==> config.mk <==
export PLATFORM = sky130hd
export DESIGN_NAME = control_sequencer
export DESIGN_NICKNAME = d
export VERILOG_FILES = /design/src/rtl/control_sequencer.sv
export SDC_FILE = /design/constraint.sdc
export NUM_CORES = 1
export LEC_CHECK = 0
export CORE_MARGIN = 2
export CORE_UTILIZATION = 26
export CTS_CLUSTER_DIAMETER = 40
export DETAILED_ROUTE_END_ITERATION = 8
export GPL_TIMING_DRIVEN = 0
export PLACE_DENSITY = 0.95
export SETUP_SLACK_MARGIN = 0.3
export SLEW_MARGIN = 20
export SYNTH_ARGS = -nofsm -noshare
export SYNTH_HDL_FRONTEND = slang
export SYNTH_SLANG_ARGS = --single-unit
==> constraint.sdc <==
create_clock -name clock -period 4.1 [get_ports clock]
set_input_delay 1.23 -clock clock [delete_from_list [all_inputs] [get_ports clock]]
set_output_delay 1.23 -clock clock [all_outputs]
set_load 0.01 [all_outputs]
==> src/rtl/control_sequencer.sv <==
// Hardwired multicycle control unit for the single-bus datapath: fetches via
// PC/MAR/MDR/IR and sequences three-operand register ALU instructions.
module control_sequencer #(
  parameter logic [4:0] NOP_OP     = 5'h1A,
  parameter logic [4:0] HALT_OP    = 5'h1B,
  parameter logic [4:0] ALU_MAX_OP = 5'h0C
) (
  input  logic        clock,
  input  logic        clear_n,
  input  logic        start,
  input  logic        stop,
  input  logic        mem_ready,
  input  logic [31:0] ir,
  output logic        PCout,
  output logic        Zlowout,
  output logic        MDRout,
  output logic        MARin,
  output logic        Zin,
  output logic        PCin,
  output logic        MDRin,
  output logic        IRin,
  output logic        Yin,
  output logic        IncPC,
  output logic        Read,
  output logic        reg_out,
  output logic [3:0]  reg_out_sel,
  output logic        reg_in,
  output logic [3:0]  reg_in_sel,
  output logic [4:0]  alu_op,
  output logic        running,
  output logic        halted,
  output logic        illegal_op
);

  typedef enum logic [2:0] {
    S_IDLE, S_T0, S_T1, S_T2, S_T3, S_T4, S_T5, S_HALT
  } state_e;

  state_e state_q, state_d;
  logic   first_t1_q, first_t1_d;

  logic [4:0] opcode;
  logic [3:0] ra, rb, rc;
  logic       is_alu, is_halt, is_nop, is_illegal;
  logic       unused_ir;

  assign opcode    = ir[31:27];
  assign ra        = ir[26:23];
  assign rb        = ir[22:19];
  assign rc        = ir[18:15];
  assign unused_ir = ^ir[14:0];

  assign is_alu     = (opcode <= ALU_MAX_OP);
  assign is_halt    = (opcode == HALT_OP);
  assign is_nop     = (opcode == NOP_OP);
  assign is_illegal = !(is_alu || is_halt || is_nop);

  // NOTE: sequential state uses non-blocking assignments so every flop samples
  // the pre-edge values of its peers; blocking here would create ordering races.
  always_ff @(posedge clock or negedge clear_n) begin
    if (!clear_n) begin
      state_q    <= S_IDLE;
      first_t1_q <= 1'b0;
    end else begin
      state_q    <= state_d;
      first_t1_q <= first_t1_d;
    end
  end

  // Next-state logic; stop is only honoured at an instruction boundary.
  always_comb begin
    // NOTE: defaults first so no path leaves a variable unassigned (no latches).
    state_d    = state_q;
    first_t1_d = 1'b0;
    unique case (state_q)
      S_IDLE: if (start) state_d = S_T0;
      S_T0: begin
        state_d    = S_T1;
        first_t1_d = 1'b1;
      end
      S_T1: if (mem_ready) state_d = S_T2;
      S_T2: state_d = S_T3;
      S_T3: begin
        if (is_alu)       state_d = S_T4;
        else if (is_halt) state_d = S_HALT;
        else              state_d = stop ? S_IDLE : S_T0;
      end
      S_T4: state_d = S_T5;
      S_T5: state_d = stop ? S_IDLE : S_T0;
      S_HALT: state_d = S_HALT;
      default: state_d = S_IDLE;
    endcase
  end

  // Moore output decode: only one bus driver is ever enabled per state.
  always_comb begin
    PCout       = 1'b0;
    Zlowout     = 1'b0;
    MDRout      = 1'b0;
    MARin       = 1'b0;
    Zin         = 1'b0;
    PCin        = 1'b0;
    MDRin       = 1'b0;
    IRin        = 1'b0;
    Yin         = 1'b0;
    IncPC       = 1'b0;
    Read        = 1'b0;
    reg_out     = 1'b0;
    reg_out_sel = 4'd0;
    reg_in      = 1'b0;
    reg_in_sel  = 4'd0;
    alu_op      = 5'd0;
    illegal_op  = 1'b0;
    running     = (state_q != S_IDLE) && (state_q != S_HALT);
    halted      = (state_q == S_HALT);
    unique case (state_q)
      S_T0: begin
        PCout = 1'b1;
        MARin = 1'b1;
        IncPC = 1'b1;
        Zin   = 1'b1;
      end
      S_T1: begin
        Read  = 1'b1;
        MDRin = 1'b1;
        // PC write-back only once, however long memory stalls.
        Zlowout = first_t1_q;
        PCin    = first_t1_q;
      end
      S_T2: begin
        MDRout = 1'b1;
        IRin   = 1'b1;
      end
      S_T3: begin
        if (is_alu) begin
          reg_out     = 1'b1;
          reg_out_sel = rb;
          Yin         = 1'b1;
        end
        illegal_op = is_illegal;
      end
      S_T4: begin
        reg_out     = 1'b1;
        reg_out_sel = rc;
        Zin         = 1'b1;
        alu_op      = opcode;
      end
      S_T5: begin
        Zlowout    = 1'b1;
        reg_in     = 1'b1;
        reg_in_sel = ra;
      end
      default: ;
    endcase
  end

endmodule

# Yosys cells after proc, flatten, opt, wreduce, memory -nomap -nowiden
# Index checks and enable logic that the tools add are counted.
# classes
magnitude_cmp	1
n_eq_ne	12
muxes	21
n_reduce_logical	8
# ops
cell	n
one-hot mux 3 bit (8 select lines)	1
== test 3 bit (second input constant)	4
2-to-1 mux 3 bit	4
== test 5 bit (second input constant)	2
2-to-1 mux 1 bit	10
2-to-1 mux 4 bit	2
one-hot mux 4 bit (2 select lines)	1
== test 3 x 2 -> 1 bit (second input constant)	2
<= comparator 5 x 4 -> 1 bit (second input constant)	1
2-to-1 mux 5 bit	1
!= test 2 bit (second input constant)	2
one-hot mux 1 bit (2 select lines)	2
== test 3 x 1 -> 1 bit (second input constant)	1
logical NOT 3 bit	1
!= test 3 bit (second input constant)	1
nonzero test 3 bit	1
logical OR 1 bit	2
AND reduction 2 bit	1
OR reduction 2 bit	1
logical AND 1 bit	1
logical NOT 1 bit	1
# word_totals
reg_bits	4
inputBits	37
elab_cells	44

# Logic depth before layout (Yosys ltp)
# depth
depth_word	5
ltp_mapped	4
mapped_depth_nobuf	3

# Worst setup path before layout
# Ideal clock, no wire load.
# synth_timing
path_type	input port to output port
startpoint	input ir[27]
endpoint	output reg_out_sel[0]
t_arrival_ns	1.781
required_time_ns	2.870
setup_slack_ns	1.089
cell_stages	3
path_cell_list	o211ai_4 nand4_1 a21oi_1
# synth_between
elab_chain_cells	3
# synth_rtl
item	line	rtl
start, declared	13	input logic [31:0] ir,
<= comparator 5 x 4 -> 1 bit	53	assign is_alu = (opcode <= ALU_MAX_OP);
2-to-1 mux 4 bit	135	if (is_alu) begin
one-hot mux 4 bit (2 select lines)	116	unique case (state_q)
end, declared	26	output logic [3:0] reg_out_sel,
# No other way between the ends.

# Worst setup path in the final report
# layout_timing
startpoint	input ir[28]
endpoint	output reg_out_sel[3]
# The elaborated chain is that of the path after synthesis.

==> results.yml <==
outcome:
  status: "complete, no violations"
place:
  dp_cells: 140
  post-dp-hpwl_mm: 1.374
  io_buffers: 50
  gp_congestion: 0.7094
  placed_cell_area_sq_um: 1013
setup_path:
  crit_chain: "dlygate4sd2_1 -> o211ai_4 -> buf_4 -> nand4_1 -> a21oi_1 -> dlygate4sd2_1"
  cpLargestDelayFamily: "buffers and inverters"
  startpoint: "ir[28]"
  crit_arrival_ns: 2.46
  cp_max_fo: 5
  worstPathRequired_ns: 2.87
  cp.depth: 6
  critPathMaxStageDelay_ns: 0.29
  cp.buffers_inverters: 3
  critPathKind: "primary input to output pin"
  critical_path.startpoint_type: "primary input"
  worstSetupEndpointType: "output pin"
  slowest_stage: "dlygate4sd2_1"
  crit_top_cell: "dlygate4sd2_1"
  r2r_start: "state_q[2]"
  ff2ff_path_depth: 2
global_route:
  busiest_layer: "met2"
  antenna_found_initial: 0
  grt_first_pass_wirelength_mm: 2.546
  grt_util_met2: 0.3096
  grt_use_total: 0.1583
  grtUsageMet3: 0.03846
  overflow: 0
  grt_pass1_vias: 636
  grt_max_degree: 11
  grt.met1_usage: 0.1694
yosys:
  syn_nets: 102
  ys_ff_latch: 4
  ys_warn_count: 0
  yosysTopAreaCell: "dfrtp_1"
  avgSynthCellArea_sq_um: 7.411
  ys_seq_area_frac: 0.2078
  netlist_instances: 65
  synth.area.top_cells: "dfrtp_1, and3_1, a21oi_1"
  syn_area_sq_um: 481.7
  synth_top_cell_area_share: 0.2078
  synthDistinctLibCells: 22
floorplanning:
  initial_core_util: 0.2790
  num_io_pins: 66
  die_w_microns: 47.05
  die_y_microns: 47.05
  dieArea_sq_um: 2213
  core.rowCount: 15
  core_area_sq_um: 1727
worst_hold_path:
  hold_path.class: "register to register"
  hold_depth: 2
  hp-start: "state_q[1]"
detailed_routing:
  via_per_inst: 4.856
  first_pass_iters: 4
  drc: 0
  wirelength_mm: 1.727
  drtAntennaViolNets: 0
  via_count: 709
  wl_per_cell_microns: 11.83
  detail_route.iter0.violations: 21
timing:
  clock_skew_ns: 0.003710
  grt_setup_unrepaired: "no"
  setup_viol_count_final: 0
  setup_tns_ns: 0
  fin_crit_sh: 0.9003
  hold_viol: 0
  finalMaxSlewViolations: 0
  period_needed_ns: 3.691
  max_slew_margin: 0.7037
  tightest_slew_ns: 0.4410
  max_freq_mhz: 270.9
clocking:
  cts-root-buf: "clkbuf_4"
  clock_path_buffers: 2
  clock-sinks: 4
  numCtsBuffers: 3
  cts_tree: "yes"
  clkTransAtPathRegs_ns: 0.04
  clkLatencyLatePin_ns: 0.23
  h-tree-depth: 1
  hold_buffers: 0
pwr:
  seqPwrFrac: 0.140
  pwr-share-clk: 0.088
  switchingPower_mw: 0.2227
  peakVddDrop_mv: 0.2402
  p_per_area_nw_per_um2: 510.0
  power_frac_comb: 0.772
  swShare: 0.4134
  intPower_mw: 0.3159
  p_leak_nw: 0.4901
layout:
  layout_commonest_cell: "clkdlybuf4s50_1"
  drive_above_1_share: 0.1736
  layout_common_cells: "clkdlybuf4s50_1, buf_4, a21oi_1, and3_1, dlygate4sd2_1"
  fin_cells: 146
  area_delta_synth_final_pct: 119.2
  diodes: 0
  final_util: 0.6116
  postLayoutCellArea_sq_um: 1056
  nNetsFinal: 160
flow_run:
  maxCapViolCount: 0
worst paths after layout:
check | to | slack [ns]
setup / recovery | reg_out_sel[3] | 0.41
hold / removal | state_q[1] | 0.66
setup reg to reg | first_t1_q | 2.93
hold reg to reg | state_q[1] | 0.66
max in group asynchronous | state_q[0] | 2.73
min in group asynchronous | first_t1_q | 1.20
worst register-to-register path: cells and delay by family, from the launching register on:
kind,cells,cell delay [ns]
flip-flops,1,0.45
buffers and inverters,1,0.21
AND/OR/NAND/NOR,1,0.36
stage by stage:
| stage | power [mW] | setup WS, ns | hold WS [ns] |
|---|---|---|---|
| floorplan | 0.2926 | 1.089 | 0.6041 |
| global placement | 0.4882 | 0.02050 | 0.6498 |
| detailed placement | 0.4969 | -0.02006 | 0.6591 |
| CTS | 0.5387 | 0.3049 | 0.6670 |
| global route | 0.5842 | 0.3122 | 0.7271 |
| finish | 0.5386 | 0.4088 | 0.6602 |
power groups by stage:
stage | clock network (mW) | registers, mW | logic, mW
2_1_floorplan | 0 | 0.0712 | 0.221
3_3_place_gp | 0 | 0.0750 | 0.413
3_5_place_dp | 0 | 0.0759 | 0.421
4_1_cts | 0.0472 | 0.0756 | 0.416
5_1_grt | 0.0527 | 0.0788 | 0.453
6_report | 0.0475 | 0.0754 | 0.416
synth_stat cells (all sizes together):
| master | number |
|---|---|
| a21oi | 10 |
| and3 | 9 |
| buf | 8 |
| and2 | 5 |
| nand2 | 5 |
| nor2 | 5 |
| dfrtp | 4 |
| nand4 | 4 |
| inv | 2 |
| nor3b | 2 |
| o211ai | 2 |
| a31oi | 1 |
| and4b | 1 |
| mux2 | 1 |
| nand2b | 1 |
| nand3 | 1 |
| nor3 | 1 |
| o211a | 1 |
| o21ai | 1 |
| o22ai | 1 |
kinds of logic (layout without fill, tap and decap cells):
group	count (synthesis)	in the layout	share of synthesized area
and+or+nand+nor	34	34	0.4182
AOI/OAI and AO/OA	16	16	0.2208
buffers and inverters	10	66	0.1299
DFF	4	4	0.2078
muxes	1	1	0.02337
layout make-up:
| class | count | area (sq um) |
|---|---|---|
| flip-flops and latches | 4 | 100.1 |
| plain buffers | 8 | 55.05 |
| multi-input cells | 51 | 322.8 |
| fillers | 171 | 670.6 |
| well taps | 25 | 31.28 |
| clock buffers | 3 | 22.52 |
| inverters | 2 | 7.507 |
| repair buffers | 53 | 516.7 |
metal layers:
layer	routed length, microns	up-vias
met5	0	-
met4	2	0
met3	205	2
met2	889	44
met1	628	317
li1	-	346
sequential cells by signal, summed over array words and instances (netlist names):
register and flops:
state_q 3, first_t1_q 1
repair_timing:
item,in CTS,in global routing
endpoints found under the setup margin,7,3
pin swaps,1,1
gates resized for setup,13,3
setup buffers,2,1
cloned,0,0
(Power assumes the default switching activity.)
==> patch 1, RTL diff (config.mk and constraints unchanged) <==
Encoding of `state_e`: now Gray code (3 bits for 8 states).
--- a/src/rtl/control_sequencer.sv
+++ b/src/rtl/control_sequencer.sv
@@ -33,7 +33,7 @@
 );
 
   typedef enum logic [2:0] {
-    S_IDLE, S_T0, S_T1, S_T2, S_T3, S_T4, S_T5, S_HALT
+    S_IDLE = 3'b000, S_T0 = 3'b001, S_T1 = 3'b011, S_T2 = 3'b010, S_T3 = 3'b110, S_T4 = 3'b111, S_T5 = 3'b101, S_HALT = 3'b100
   } state_e;
 
   state_e state_q, state_d;
Function: same outputs for any inputs over 10 cycles, from zero or initial values; not proved beyond that.
==> patch 1 against the original RTL <==
- register-to-register slack barely moved
- synthesized cell count decreased by 15%
- wire length down 14%
- cell area is 3.6% lower
- sequential cell count stayed put
- core utilization is 0.86 points lower
- power shrank 5.1%
- clock skew shrank 0.0020 ns
- first-iteration DRC count fell by 90%
- clock power increased by 2%
- die area fell by 4.8%
- synthesized area decreased by 5.2%
- worst setup slack got worse by 0.031 ns
- critical path depth grew 1
- critical path type unchanged
==> patch 1: results (changes against the original RTL) <==
status - finished clean
GP Congestion - 0.7313 (+3.1%)
wire per inst - 11.55 um (-2.4%)
Synth cell types - 23 (+4.5%)
max-cap viol count - 0 (unchanged)
Crit Path Max Fanout - 4 (-1)
Post-synth top cells - and2_1 (10), a21oi_1 (6), buf_4 (5)
NumNets Final - 151 (-5.6%)
synth warn - 0 (unchanged)
pre-CTS setup slack - -0.06417 ns (-0.04411 ns)
Crit. Startpoint - ir[31]
min-delay src - state_q[0]
Final Skew - 0.001695 ns (-0.002016 ns)
most common cell in the netlist - and2_1
Inserted Diodes - 0 (unchanged)
R2R Path Start - state_q[1]
first-pass GRT wire length - 2387 um (-6.2%)
IO Port Bufs - 50 (unchanged)
VDD IR max - 0.2956 mV (+23%)
part of the Yosys area used for sequential elements - 0.2192 (+0.01139)
dpl cells - 122 (-13%)
via count - 605 (-15%)
ys async rst share - 1.000 (unchanged)
H-tree depth - 1 (unchanged)
layout cells sized above 1 - 0.2232 (+0.04966)
registers with the most flip-flops - state_q (3), first_t1_q (1)
DR iter-0 viols - 2 (-90%)
largest net degree at the start of global routing - 11 (unchanged)
CTS root buffer - clkbuf_4
drt pass-1 iters - 3 (-1)
Num CTS Buffers - 3 (unchanged)
cell count after synthesis - 55 (-15%)
Primary FF master, synth - dfrtp_1
syn nets - 92 (-9.8%)
cell internal pwr - 306.4 uW (-3.0%)
initial antenna violation count - 0 (unchanged)
Leakage - 0.4769 nW (-2.7%)
number of global-route vias before repair - 557 (-12%)
clk_lat worst skew - 0.23 ns (about the same)
Slew @ Worst Pin - 0.5123 ns (+0.07133 ns)
routed vias/inst - 4.690 (-3.4%)
dpl cell area - 978.4 sq um (-3.5%)
overall routing resource usage - 0.1540 (-0.004275)
hold crit path type - reg2reg
Clock Pin Slew Worst Setup and Hold Paths - 0.04 ns (about the same)
clock buffer depth - 2 (unchanged)
post-DP HPWL - 1255 um (-8.7%)
Area contributors post-synth - dfrtp_1 (22%), and2_1 (14%), buf_4 (8.2%)
-- patch 1: layout make-up --
cell class	instances	area, sq um
inverter	2	7.507
multi-input combinational	43	302.8
clock buffer	3	22.52
buffer	6	48.80
timing repair buffer	54	515.5
sequential	4	100.1
tap	17	21.27
fill	145	670.6
-- patch 1: per-layer routing --
metal	up-vias	global-route usage	wire, um
met5	-	0	0
met4	0	0.05143	0
met3	0	0.03968	125
met2	25	0.2444	775
met1	269	0.2010	590
li1	311	-	-
-- patch 1: power groups by stage --
| stage | registers, mW | clock network [mW] | logic [mW] |
|---|---|---|---|
| after detailed placement | 0.0796 | 0 | 0.392 |
| after global placement | 0.0778 | 0 | 0.385 |
| final | 0.0794 | 0.0484 | 0.383 |
| after CTS | 0.0791 | 0.0515 | 0.388 |
| after floorplan | 0.0746 | 0 | 0.206 |
| after global routing | 0.0851 | 0.0533 | 0.416 |
-- patch 1: kinds of logic (layout without fill, tap and decap cells) --
logic type | Yosys count | after routing | share of synthesized area
compound gates | 16 | 16 | 0.2383
simple gates | 27 | 27 | 0.4192
buf+inv | 8 | 65 | 0.1233
flops | 4 | 4 | 0.2192
-- patch 1: path summary, 6_finish.rpt --
kind | endpoint | slack (ns) | cells past startpoint
max in group asynchronous | first_t1_q | 2.75 | 1
setup reg to reg | first_t1_q | 2.93 | 2
setup / recovery | reg_out_sel[1] | 0.38 | 7
min in group asynchronous | state_q[0] | 1.19 | 1
hold reg to reg | state_q[0] | 0.67 | 2
hold / removal | state_q[0] | 0.67 | 2
-- patch 1: what timing repair did --
item | CTS | global route
pin swaps | 2 | 0
buffers inserted | 4 | 0
endpoints found under the setup margin | 7 | 3
gates resized for setup | 17 | 5
-- patch 1: worst max-delay path, cell delays in order --
cell and delay (ns):
clkdlybuf4s50_1 0.49, nand2b_2 0.17, nor2_4 0.06, buf_4 0.13, buf_4 0.12, a22o_1 0.18, clkbuf_2 0.12
-- patch 1: through the flow --
stage,util,hold WS [ns]
after CTS,0.6007,0.6728
after detailed placement,0.5793,0.6611
after global routing,0.6030,0.7410
after floorplan,-,0.5889
after global placement,0.5793,0.6369
final,0.6030,0.6704
